$ cat config.mk
export PLATFORM = sky130hd
export DESIGN_NAME = id_serial_tx
export DESIGN_NICKNAME = d
export VERILOG_FILES = /design/src/rtl/id_serial_tx.sv
export SDC_FILE = /design/constraint.sdc
export NUM_CORES = 1
export LEC_CHECK = 0
export BUFFER_PORTS_ARGS = -buffer_cell sky130_fd_sc_hd__buf_2
export CORE_ASPECT_RATIO = 1.2
export CORE_UTILIZATION = 31
export CTS_BUF_LIST = sky130_fd_sc_hd__clkbuf_4
export DETAILED_ROUTE_END_ITERATION = 10
export PLACE_DENSITY = 0.45
export SYNTH_ARGS = -nofsm -noshare
export SYNTH_HDL_FRONTEND = slang
export SYNTH_SLANG_ARGS = --single-unit
$ cat constraint.sdc
create_clock -name clk -period 2.75 [get_ports clk]
set_clock_uncertainty 0.2 [all_clocks]
set_input_delay 0.275 -clock clk [delete_from_list [all_inputs] [get_ports clk]]
set_output_delay 0.275 -clock clk [all_outputs]
set_load 0.03 [all_outputs]
$ cat src/rtl/id_serial_tx.sv
// Framed serial transmitter for the 20-bit ID word.
// Sends start bit, data LSB first, optional even parity, then stop bit.
module id_serial_tx #(
    parameter int DATA_W       = 20,
    parameter int CLKS_PER_BIT = 4,
    parameter int PARITY_EN    = 1
) (
    input  logic              clk,
    input  logic              clear,
    input  logic              start,
    input  logic [DATA_W-1:0] id_num,
    output logic              tx,
    output logic              busy,
    output logic              done
);

    localparam int BW = $clog2(DATA_W + 1);
    localparam int TW = (CLKS_PER_BIT > 1) ? $clog2(CLKS_PER_BIT) : 1;

    typedef enum logic [2:0] {
        S_IDLE,
        S_START,
        S_DATA,
        S_PARITY,
        S_STOP
    } state_t;

    state_t            state_q, state_n;
    logic [TW-1:0]     tick_q, tick_n;
    logic [BW-1:0]     bit_q, bit_n;
    logic [DATA_W-1:0] shreg_q, shreg_n;
    logic [DATA_W-1:0] shifted;
    logic              par_q, par_n;
    logic              tx_q, tx_n;
    logic              busy_q, busy_n;
    logic              done_q, done_n;
    logic              tick_end;
    logic              bit_end;

    assign tick_end = (tick_q == TW'(CLKS_PER_BIT - 1));
    assign bit_end  = (bit_q == BW'(DATA_W - 1));
    assign shifted  = shreg_q >> 1;

    always_ff @(posedge clk or posedge clear) begin
        if (clear) begin
            state_q <= S_IDLE;
            tick_q  <= '0;
            bit_q   <= '0;
            shreg_q <= '0;
            par_q   <= 1'b0;
            tx_q    <= 1'b1;
            busy_q  <= 1'b0;
            done_q  <= 1'b0;
        end else begin
            state_q <= state_n;
            tick_q  <= tick_n;
            bit_q   <= bit_n;
            shreg_q <= shreg_n;
            par_q   <= par_n;
            tx_q    <= tx_n;
            busy_q  <= busy_n;
            done_q  <= done_n;
        end
    end

    // tx_n is the level the line takes after the coming edge
    always_comb begin
        state_n = state_q;
        tick_n  = tick_q;
        bit_n   = bit_q;
        shreg_n = shreg_q;
        par_n   = par_q;
        tx_n    = tx_q;
        busy_n  = busy_q;
        done_n  = 1'b0;
        unique case (state_q)
            S_IDLE: begin
                tx_n   = 1'b1;
                busy_n = 1'b0;
                if (start) begin
                    state_n = S_START;
                    shreg_n = id_num;
                    par_n   = ^id_num;
                    tick_n  = '0;
                    bit_n   = '0;
                    tx_n    = 1'b0;
                    busy_n  = 1'b1;
                end
            end
            S_START: begin
                if (tick_end) begin
                    tick_n  = '0;
                    state_n = S_DATA;
                    tx_n    = shreg_q[0];
                end else begin
                    tick_n = tick_q + TW'(1);
                end
            end
            S_DATA: begin
                if (tick_end) begin
                    tick_n  = '0;
                    shreg_n = shifted;
                    if (bit_end) begin
                        bit_n = '0;
                        if (PARITY_EN != 0) begin
                            state_n = S_PARITY;
                            tx_n    = par_q;
                        end else begin
                            state_n = S_STOP;
                            tx_n    = 1'b1;
                        end
                    end else begin
                        bit_n = bit_q + BW'(1);
                        tx_n  = shifted[0];
                    end
                end else begin
                    tick_n = tick_q + TW'(1);
                end
            end
            S_PARITY: begin
                if (tick_end) begin
                    tick_n  = '0;
                    state_n = S_STOP;
                    tx_n    = 1'b1;
                end else begin
                    tick_n = tick_q + TW'(1);
                end
            end
            S_STOP: begin
                if (tick_end) begin
                    tick_n  = '0;
                    state_n = S_IDLE;
                    tx_n    = 1'b1;
                    busy_n  = 1'b0;
                    done_n  = 1'b1;
                end else begin
                    tick_n = tick_q + TW'(1);
                end
            end
            default: begin
                state_n = S_IDLE;
                tx_n    = 1'b1;
                busy_n  = 1'b0;
            end
        endcase
    end

    assign tx   = tx_q;
    assign busy = busy_q;
    assign done = done_q;

endmodule
* Word-level counts from Yosys, hierarchy flattened
Index checks and enable logic that the tools add are counted.
** Word-level totals
- Bits in registers :: 34
- Input port bits :: 23
- Output and inout port bits :: 3
- Word-level logic and storage cells :: 65
** Operators by class
- Add/subtract/negate cells :: 2
- Equality and inequality tests :: 13
- Mux-type cells :: 28
- Bitwise operators :: 1
- Reduce and logical (&&, ||, !) cells :: 13
** Operator list (number)
- 20-bit two-way mux :: 2
- 20-bit case mux with 2 select lines :: 1
- 20-bit parity :: 1
- 3-bit two-way mux :: 6
- 5-bit two-way mux :: 3
- 3-bit case mux with 5 select lines :: 1
- 2-bit != test (second input constant) :: 6
- 5-bit case mux with 2 select lines :: 1
- 1-bit two-way mux :: 9
- 3-bit by 2-bit == test with 1-bit output (second input constant) :: 2
- 2-bit AND reduction :: 3
- 3-bit AND reduction :: 2
- 6-bit AND reduction :: 1
- 5-bit by 1-bit adder with 5-bit output (second input constant) :: 1
- 5-bit == test (second input constant) :: 1
- 2-bit two-way mux :: 2
- 1-bit case mux with 4 select lines :: 1
- 2-bit case mux with 2 select lines :: 1
- 2-bit nonzero test :: 2
- 4-bit OR reduction :: 1
- 3-bit by 1-bit == test with 1-bit output (second input constant) :: 1
- 3-bit == test (second input constant) :: 1
- 3-bit logical NOT :: 1
- 1-bit case mux with 3 select lines :: 1
- 6 further kinds :: 6

* Longest topological paths before layout
- Word-level depth :: 4
- Mapped depth :: 7
- Mapped depth without buffers :: 6

* Worst setup path before layout
OpenSTA, ideal clock, no wires.
- Path type :: register to register
- Start :: register tick_q[0]
- End :: register bit_q[3]
- Library setup time :: 0.074 ns
- Data arrival time :: 1.765 ns
- Required time :: 2.476 ns
- Slack :: 0.711 ns
- Stages on the path, launching flop included :: 8
- Buffers on the path :: 1
- Period minus slack after synthesis :: 2.039 ns
- Cells stage by stage :: dfrtp_1 -> ha_1 -> mux2_4 -> nand2_2 -> buf_6 -> or3_4 -> or3_1 -> o21ai_2
** Between the ends
- Cells in the longest elaborated chain, start to end :: 3
** Ends and longest elaborated chain
- start, declared :: RTL line 29 : logic [TW-1:0] tick_q, tick_n;
- start signal, assigned :: RTL line 56 : tick_q <= tick_n;
- 2-bit == test :: RTL line 40 : assign tick_end = (tick_q == TW'(CLKS_PER_BIT - 1));
- 2-bit != test (no line)
- 3-bit AND reduction (no line)
- end signal, assigned :: RTL line 57 : bit_q <= bit_n;
- end, declared :: RTL line 30 : logic [BW-1:0] bit_q, bit_n;
Every way passes these cells.
A chain may end at the register's enable or synchronous reset.

* Worst setup path in the final report
Ends and elaborated chain as after synthesis.

==> reports/metrics.cfg <==
[run_status]
status = complete, no violations

[min_path]
whs_path_depth = 3
min_from = id_num[1]
hold_end = shreg_q[1]
hold_class = primary input to register

[setup_path]
required_ns = 2.82
cp_max_fo = 8
max_stage_delay_ns = 0.41
timing.rr.end = bit_q[3]
crit_chain = ha_1, mux2_4, nand2_2, or3_4, or3_1, o21ai_2
cp_top_family = simple AND/OR/NAND/NOR gates
r2r-start = tick_q[0]
criticalPathCategory = register to register
reg2reg_slack_ns = 0.66
cp-start-kind = register
crit_slowest_cell = dfrtp_1
worstRegToRegCells = 6
cp_num_buf_inv = 0
arrival_ns = 2.16
end_kind = register

[placement]
dp.final_hpwl_mm = 2.65
place.gp.congestion = 0.739
placed_cells = 290
preCtsSetupSlack_ns = 0.689
portBuffers = 25

[final_layout]
final_nets = 243
stdcell_count = 299
drive_above_1_share = 0.192
diodes = 0
syn_to_final_growth_pct = 14.2

[global_route]
grt_usage = 0.141
grt_pass1_vias = 1418
grt_pass1_wl_mm = 6.73
grt-ovfl-total = 0
antenna_found_initial = 0
grt_max_degree = 44

[yosys]
synth_area_leaders = dfrtp_1 (45%), mux2i_1 (10%), o21ai_0 (10%), xnor2_1 (7.6%), nand2_1 (6.9%)
synth.avg_cell_area_um2 = 9.62
async_flop_share = 1.00
netlist_instances = 191
ys_types = 32
synth_edf_count = 0
synth-seq-area-share = 0.464
syn_area_um2 = 1840
ys_warn_count = 0
synth_top_cell_area_share = 0.449
yosys.area.top_type = dfrtp_1
synthFlopType = dfrtp_1
ys_ff_latch = 34
syn-num-nets = 216
synthTopCellsByCount = o21ai_0 (37), nand2_1 (34), dfrtp_1 (33)
synth_most_common_cell = o21ai_0

[sta]
slew_viol_final = 0
rsz0062_at_grt = no
fin_crit_sh = 0.760
relSlewSlack = 0.623
holdWs_ns = 0.0619
hold_viol = 0
fin_crit_ns = 2.09
setup_viol = 0
worst_pin_slew_ns = 0.566
fin_ws_ns = 0.661
tns_ns = 0
max_freq_ghz = 0.479

[route]
vias = 1382
route.detailed.drc = 0
first_pass_iters = 4
wirelength_mm = 3.75
viasPerCell = 4.62
avgRoutedWirePerCell_um = 12.5
final_antenna_net_count = 0
drt_iter0_drc = 58

[clocking]
clkLatencyLatePin_ns = 0.33
cts-resized-gates = 0
numCtsBuffers = 5
clock-sinks = 34
cts_root_buf = clkbuf_4
cts_tree = built
clk_path_buf_depth = 2
clkTransAtPathRegs_ns = 0.11
cts.htree.levels = 2

[floorplan]
ioPinCount = 26
initial_utilization = 0.324
dieArea_um2 = 6240
die_x_um = 72.3
die_height_um = 86.4
core.rowCount = 30
coreArea_um2 = 5670

[run]
maxCapViolCount = 0

[power_and_ir_drop]
p_leak_uw = 0.000960
ir_worst_vdd_mv = 0.222
powerDensity_nw_per_um2 = 417

[through the flow]
step,utilization,power (uW),cell area [um^2]
finish,0.370,876,2100
global route,0.370,923,2100
CTS,0.370,898,2100
detailed placement,0.359,618,2040
global placement,0.359,618,2040
floorplan,-,581,1840
[placed cells by master, fill, tap and decap left out, drive strengths merged, types with 3 or more instances in the layout]
master / instances
inv: 5
nand3: 3
a21oi: 3
xnor2: 16
dfrtp: 33
buf: 28
mux2i: 19
nand2: 35
nand2b: 4
o21ai: 38
clkbuf: 6
nor2: 7
[cell type report]
cell class / instances / area, um^2
Timing Repair Buffer: 29 / 158
Clock inverter: 2 / 8.76
Clock buffer: 6 / 45.0
Fill cell: 579 / 3570
Inverter: 5 / 18.8
Multi-Input combinational cell: 143 / 917
Tap cell: 80 / 100
Sequential cell: 34 / 852
[worst register-to-register path, cell delays in order, from the launching register on]
cell     delay [ns]
dfrtp_1        0.41
ha_1           0.31
mux2_4         0.20
nand2_2        0.08
or3_4          0.40
or3_1          0.36
o21ai_2        0.07
[what timing repair did]
| action | CTS | global route |
|---|---|---|
| setup buffers | 0 | 0 |
| hold buffers | 1 | 0 |
| hold endpoints to repair | 33 | 0 |
[sequential cells by signal, indices dropped and copies added, names as in the netlist]
signal   flops
shreg_q     20
bit_q        5
done         1
state_q      3
tx           1
par_q        1
busy         1
tick_q       2
[worst max path at each step]
stage / from / to / slack [ns] / cells after the start
after floorplan: tick_q[0] / bit_q[3] / 0.71 / 7
after global placement: tick_q[0] / bit_q[3] / 0.72 / 6
after detailed placement: tick_q[0] / bit_q[3] / 0.69 / 6
after CTS: tick_q[0] / bit_q[3] / 0.66 / 6
after global routing: bit_q[0] / tx / 0.43 / 6
final: tick_q[0] / bit_q[3] / 0.66 / 6
[cell families after synthesis]
group	after synthesis	share of synthesized area
xor gates and xnor gates	19	0.0980
DFF	34	0.464
buffers and inverters	14	0.0374
AOI/OAI and AO/OA	45	0.131
muxes	21	0.118
adders and majority gates	2	0.0136
and+or+nand+nor	56	0.139
[power breakdown]
| part | leakage (uW) | internal (uW) | total (uW) | switching (uW) |
|---|---|---|---|---|
| clock network | 0.0000331 | 106 | 271 | 165 |
| logic | 0.000489 | 58.9 | 106 | 46.8 |
| registers | 0.000438 | 500 | 500 | 0 |
| total | 0.000960 | 664 | 876 | 212 |
[layer usage]
| metal | GRT usage | share of wire | vias up | routed length [um] |
|---|---|---|---|---|
| met4 | 0.0535 | 0.012 | 0 | 44 |
| met3 | 0.0314 | 0.027 | 4 | 103 |
| li1 | - | - | 703 | - |
| met1 | 0.180 | 0.47 | 656 | 1760 |
| met5 | 0 | 0 | - | 0 |
| met2 | 0.232 | 0.49 | 19 | 1840 |
Note: power is estimated with default switching activity, not from simulation.
